$ cat src/rtl/serial_link_pkg.sv
// Shared definitions for the serial link PHY: aligner state encoding and training word.
package serial_link_pkg;

   localparam int unsigned AlignCntW = 4;

   // Default training word for a 16-bit (8-lane) channel.
   localparam logic [15:0] AlignTrainPattern = 16'hA55A;

   typedef enum logic [1:0] {
      SEARCH  = 2'd0,
      CONFIRM = 2'd1,
      LOCKED  = 2'd2
   } align_state_e;

endpackage

$ cat src/rtl/serial_link_align_mux.sv
// Half-word realignment: keeps the previous upper half and builds both candidate words.
module serial_link_align_mux
   import serial_link_pkg::*;
#(
   parameter int unsigned NumLanes = 8
) (
   input  logic                  clk_i,
   input  logic                  rst_i,
   input  logic                  acc_i,
   input  logic                  offset_i,
   input  logic [2*NumLanes-1:0] in_data_i,
   output logic [2*NumLanes-1:0] cand0_o,
   output logic [2*NumLanes-1:0] cand1_o,
   output logic [2*NumLanes-1:0] sel_o
);

   localparam int unsigned H = NumLanes;
   localparam int unsigned W = 2 * NumLanes;

   logic [H-1:0] last_hi_q;

   // NOTE: state updates use non-blocking assignments so every flop samples pre-edge values.
   always_ff @(posedge clk_i or posedge rst_i) begin
      if (rst_i) begin
         last_hi_q <= '0;
      end else if (acc_i) begin
         last_hi_q <= in_data_i[W-1:H];
      end
   end

   // The earlier half of a shifted word is the previous word's upper half.
   assign cand0_o = in_data_i;
   assign cand1_o = {in_data_i[H-1:0], last_hi_q};
   assign sel_o   = offset_i ? cand1_o : cand0_o;

endmodule

$ cat src/rtl/serial_link_phy_rx_aligner.sv
// RX word aligner: finds the training word, locks the half-word offset, then forwards realigned words.
// Optional fail statistics counter enabled by defining SERIAL_LINK_ALIGN_STATS_EN.
module serial_link_phy_rx_aligner
   import serial_link_pkg::*;
#(
   parameter int unsigned           NumLanes     = 8,
   parameter logic [2*NumLanes-1:0] TrainPattern = serial_link_pkg::AlignTrainPattern,
   parameter int unsigned           LockCount    = 4
) (
   input  logic                  clk_i,
   input  logic                  rst_i,
   input  logic                  resync_i,
   input  logic [2*NumLanes-1:0] in_data_i,
   input  logic                  in_valid_i,
   output logic                  in_ready_o,
   output logic [2*NumLanes-1:0] out_data_o,
   output logic                  out_valid_o,
   input  logic                  out_ready_i,
   output logic                  locked_o,
   output logic                  offset_o,
   output logic [7:0]            align_fail_cnt_o
);

   localparam int unsigned W = 2 * NumLanes;
   localparam logic [AlignCntW-1:0] LockCnt = AlignCntW'(LockCount);

   align_state_e         state_q;
   logic                 offset_q;
   logic [AlignCntW-1:0] match_cnt_q;
   logic [AlignCntW-1:0] match_cnt_inc;
   logic                 have_prev_q;
   logic                 acc;
   logic [W-1:0]         cand0;
   logic [W-1:0]         cand1;
   logic [W-1:0]         sel;

   serial_link_align_mux #(
      .NumLanes (NumLanes)
   ) u_align_mux (
      .clk_i     (clk_i),
      .rst_i     (rst_i),
      .acc_i     (acc),
      .offset_i  (offset_q),
      .in_data_i (in_data_i),
      .cand0_o   (cand0),
      .cand1_o   (cand1),
      .sel_o     (sel)
   );

   // NOTE: every combinational output gets a default first so no latch is inferred.
   always_comb begin
      in_ready_o  = 1'b1;
      out_valid_o = 1'b0;
      if (state_q == LOCKED) begin
         in_ready_o  = out_ready_i;
         out_valid_o = in_valid_i;
      end
      // A word presented with resync is neither consumed nor offered downstream.
      if (resync_i) begin
         in_ready_o  = 1'b0;
         out_valid_o = 1'b0;
      end
   end

   assign acc           = in_valid_i & in_ready_o;
   assign match_cnt_inc = match_cnt_q + 1'b1;
   assign out_data_o    = sel;
   assign locked_o      = (state_q == LOCKED);
   assign offset_o      = offset_q;

   always_ff @(posedge clk_i or posedge rst_i) begin
      if (rst_i) begin
         state_q     <= SEARCH;
         offset_q    <= 1'b0;
         match_cnt_q <= '0;
         have_prev_q <= 1'b0;
      end else if (resync_i) begin
         state_q     <= SEARCH;
         match_cnt_q <= '0;
         have_prev_q <= 1'b0;
      end else if (acc) begin
         have_prev_q <= 1'b1;
         case (state_q)
            SEARCH: begin
               if (cand0 == TrainPattern) begin
                  offset_q    <= 1'b0;
                  match_cnt_q <= AlignCntW'(1);
                  state_q     <= (LockCnt == AlignCntW'(1)) ? LOCKED : CONFIRM;
               end else if (have_prev_q && (cand1 == TrainPattern)) begin
                  offset_q    <= 1'b1;
                  match_cnt_q <= AlignCntW'(1);
                  state_q     <= (LockCnt == AlignCntW'(1)) ? LOCKED : CONFIRM;
               end
            end
            CONFIRM: begin
               if (sel == TrainPattern) begin
                  match_cnt_q <= match_cnt_inc;
                  if (match_cnt_inc == LockCnt) begin
                     state_q <= LOCKED;
                  end
               end else begin
                  // The mismatching word is discarded, not searched again.
                  state_q     <= SEARCH;
                  match_cnt_q <= '0;
               end
            end
            default: ;
         endcase
      end
   end

`ifdef SERIAL_LINK_ALIGN_STATS_EN
   logic       fail_evt;
   logic [7:0] fail_cnt_q;

   assign fail_evt = acc & ~resync_i & (state_q == CONFIRM) & (sel != TrainPattern);

   always_ff @(posedge clk_i or posedge rst_i) begin
      if (rst_i) begin
         fail_cnt_q <= '0;
      end else if (fail_evt && (fail_cnt_q != 8'hFF)) begin
         fail_cnt_q <= fail_cnt_q + 8'd1;
      end
   end

   assign align_fail_cnt_o = fail_cnt_q;
`else
   assign align_fail_cnt_o = '0;
`endif

endmodule

$ cat config.mk
export PLATFORM = sky130hd
export DESIGN_NAME = serial_link_phy_rx_aligner
export DESIGN_NICKNAME = d
export VERILOG_FILES = /design/src/rtl/serial_link_pkg.sv /design/src/rtl/serial_link_align_mux.sv /design/src/rtl/serial_link_phy_rx_aligner.sv
export SDC_FILE = /design/constraint.sdc
export NUM_CORES = 1
export LEC_CHECK = 0
export BUFFER_PORTS_ARGS = -buffer_cell sky130_fd_sc_hd__buf_4
export CAP_MARGIN = 20
export CORE_ASPECT_RATIO = 1.4
export CORE_MARGIN = 10
export CORE_UTILIZATION = 43
export DETAILED_ROUTE_END_ITERATION = 10
export PLACE_DENSITY_LB_ADDON = 0.08
export SLEW_MARGIN = 20
export SYNTH_ARGS = -nofsm -noshare
export SYNTH_HDL_FRONTEND = slang
export SYNTH_SLANG_ARGS = --single-unit
$ cat constraint.sdc
create_clock -name clk_i -period 1.77 [get_ports clk_i]
set_input_delay 0.531 -clock clk_i [delete_from_list [all_inputs] [get_ports clk_i]]
set_output_delay 0.531 -clock clk_i [all_outputs]
set_load 0.03 [all_outputs]
==> results.ini <==
[status]
status=finished with violations
violations=negative setup slack

[synth]
synth_warnings=0
synth.most_common_cell=mux2_2
synth-seq-cells=16
ys_seq_area_share_pct=33.02
syn_area_um2=1212
synthFlopType=dfrtp_1
yosys-top-cells-count=mux2_2, dfrtp_1, buf_4, nor2_1, inv_1
synth.distinct_cells=41
async_flop_share_pct=100.0
synth_top_area_cell=dfrtp_1
synth_top_area_share_pct=33.02
avgSynthCellArea_um2=10.36
synth_edf_count=0
synthTopCellsByArea=dfrtp_1, mux2_2, buf_4, nor2_1, inv_1
syn-instance-count=117

[routing]
viasPerCell=5.209
wl_per_cell_um=16.60
drt_iter0_markers=41
route.detailed.drc=0
ant_nets=0
vias=1219
drt-total-wl_um=3884
dr.pass1.iters=4

[worst_setup_path]
r2r-end=state_q[0]$_DFFE_PP0P_
crit_required_ps=1240
slowest_delay_ps=460
cp-startpoint=offset_o$_DFFE_PP0P_
cp-end-kind=output pin
startpoint_type=flip-flop
reg2reg_slack_ps=-170
path_class=reg -> out
rr_startpoint=u_align_mux.last_hi_q[2]$_DFFE_PP0P_
cp_top_family=flip-flops
cp_max_fo=4
path_common_cell=buf_6
crit_slowest_cell=dfrtp_2
worstPathArrival_ps=1460
crit_chain=buf_6, mux2_4, buf_6, buf_6
critical_path_buf_inv_count=3
worstRegToRegCells=5

[cells_and_area]
area_delta_synth_final_pct=68.73
diodes=0
layoutNonFillerInstCount=234
fin_nets=222
fillers=187
drive_gt1_share_pct=64.65

[clock_tree]
cts_num_sinks=16
cts_tree=done
cts-buffers-inserted=3
hold_buffers=0
htree_num_levels=1
clk_latency_ps=310
cts_root_buf=clkbuf_4
clk_pin_slew_ps=110
clk_path_buf_depth=2

[floorplanning]
die-area_um2=5374
rows=22
io_pins=49
initial_core_util_pct=45.41
core_area_um2=2670
die_h_um=82.83
die_x_um=64.88

[worst_hold_path]
holdCritPathClass=in -> async

[grt]
busiest_layer=met2
grt_util_met3_pct=3.763
grt_overflow=0
grtUsageTotal_pct=15.08
grt_pass1_vias=1347
antenna_found_initial=0
grt_pass1_wl_um=6699
grt_max_degree=15
use_met1_pct=15.28
grt.met2_usage_pct=28.05

[sta]
slew_viol_final=0
tightest_slew_ps=556.4
finalSetupViolCount=22
finalCritPeriodShare_pct=112.7
finClkSkew_ps=8.804
setup_ws_ps=-225.0
tns_ps=-3672
fmax_mhz=501.2
rsz0062_at_grt=true
finalHoldViolCount=0
relSlewSlack_pct=62.44
period_needed_ps=1995

[placed_design]
dpl.hpwl_um=3055
numPlacedInstances=223
gp_congestion=0.8181
numPortBuffers=40

[flow_run]
maxCapViolations=0

[power_and_ir_drop]
power_leakage_nw=1.019
powerDensity_nw_per_um2=541.2
peakVddDrop_mv=0.5960

## metrics by stage
| stage | worst slack (ps) | hold slack (ps) | instance area [um2] | total power, W | utilization [%] |
|---|---|---|---|---|---|
| 6_report | -225.0 | 195.3 | 2046 | 0.001107 | 76.62 |
| 5_1_grt | -259.4 | 215.9 | 2046 | 0.001159 | 76.62 |
| 4_1_cts | -211.6 | 219.7 | 2001 | 0.001099 | 74.93 |
| 3_5_place_dp | -558.9 | 521.4 | 1837 | 0.0008421 | 68.79 |
| 3_3_place_gp | -492.7 | 519.5 | 1837 | 0.0008305 | 68.79 |
| 2_1_floorplan | -328.4 | 444.7 | 1319 | 0.0006682 | - |
## sequential cells by signal, summed over array words and instances (netlist names)
name / cells
have_prev_q: 1
u_align_mux.last_hi_q: 8
match_cnt_q: 4
state_q: 2
offset_o: 1
## power breakdown
| part | switching (W) | internal (W) | total, W |
|---|---|---|---|
| logic | 0.000214 | 0.000235 | 0.000450 |
| clock network | 0.000132 | 0.0000880 | 0.000220 |
| registers | 0.0000293 | 0.000409 | 0.000438 |
## worst max-delay path by stage
stage	cells after the start	slack, ps	end
floorplan	5	-330	state_q[0]$_DFFE_PP0P_
global route	3	-260	out_data_o[12]
detailed placement	6	-560	match_cnt_q[2]$_DFFE_PP0P_
finish	4	-230	out_data_o[9]
CTS	4	-210	out_data_o[0]
global placement	6	-490	state_q[0]$_DFFE_PP0P_
## cell families after synthesis
logic type               share of synthesized area [%]
AND/OR/NAND/NOR                                  20.64
AO/OA/AOI/OAI                                    12.90
adder cells (fa/ha/maj)                          2.064
multiplexers                                     23.22
other                                           0.3093
flip-flops                                       33.02
buffers and inverters                            7.843
## worst reg2reg max path: cells and delay by family (launching register included)
kind / cells / cell delay, ps
and+or+nand+nor: 3 / 1050
DFF: 1 / 380
AOI/OAI and AO/OA: 2 / 410
## placed cells by master (no fill, tap or decap), types with 2 or more instances in the layout
master,n
mux2_4,13
inv_1,7
mux2_2,12
dfrtp_1,14
nor3_1,2
nor2b_1,2
conb_1,8
a211o_1,2
nor4_4,3
buf_4,69
ha_1,2
or4b_4,2
nor2_1,6
buf_6,10
nand2_1,3
nor4_1,2
o211ai_1,2
a21oi_1,3
dfrtp_2,2
clkbuf_4,3
nand4b_1,3
## metal layers
metal | up-vias | share of wire [%] | wire [um]
li1 | 592 | - | -
met1 | 597 | 35 | 1356
met2 | 23 | 58 | 2240
met3 | 7 | 5.0 | 196
met4 | 0 | 2.3 | 91
met5 | - | 0 | 0
## timing repair
action / 4_1_cts / 5_1_grt
setup endpoints to repair: 23 / 23
buffers inserted: 7 / 0
gates resized for setup: 21 / 8
hold endpoints to repair: 0 / 0
pin swaps: 11 / 5
## layout make-up
type                    instances  area, um2  area share [%]
repair buffers                 80      645.6           31.56
multi-input cells              91      899.6           43.98
flip-flops and latches         16      402.9           19.69
well taps                      36      45.04           2.202
inverters                       7      26.28           1.284
clock buffers                   4      26.28           1.284
No activity file was read; power rests on OpenSTA's default activity.
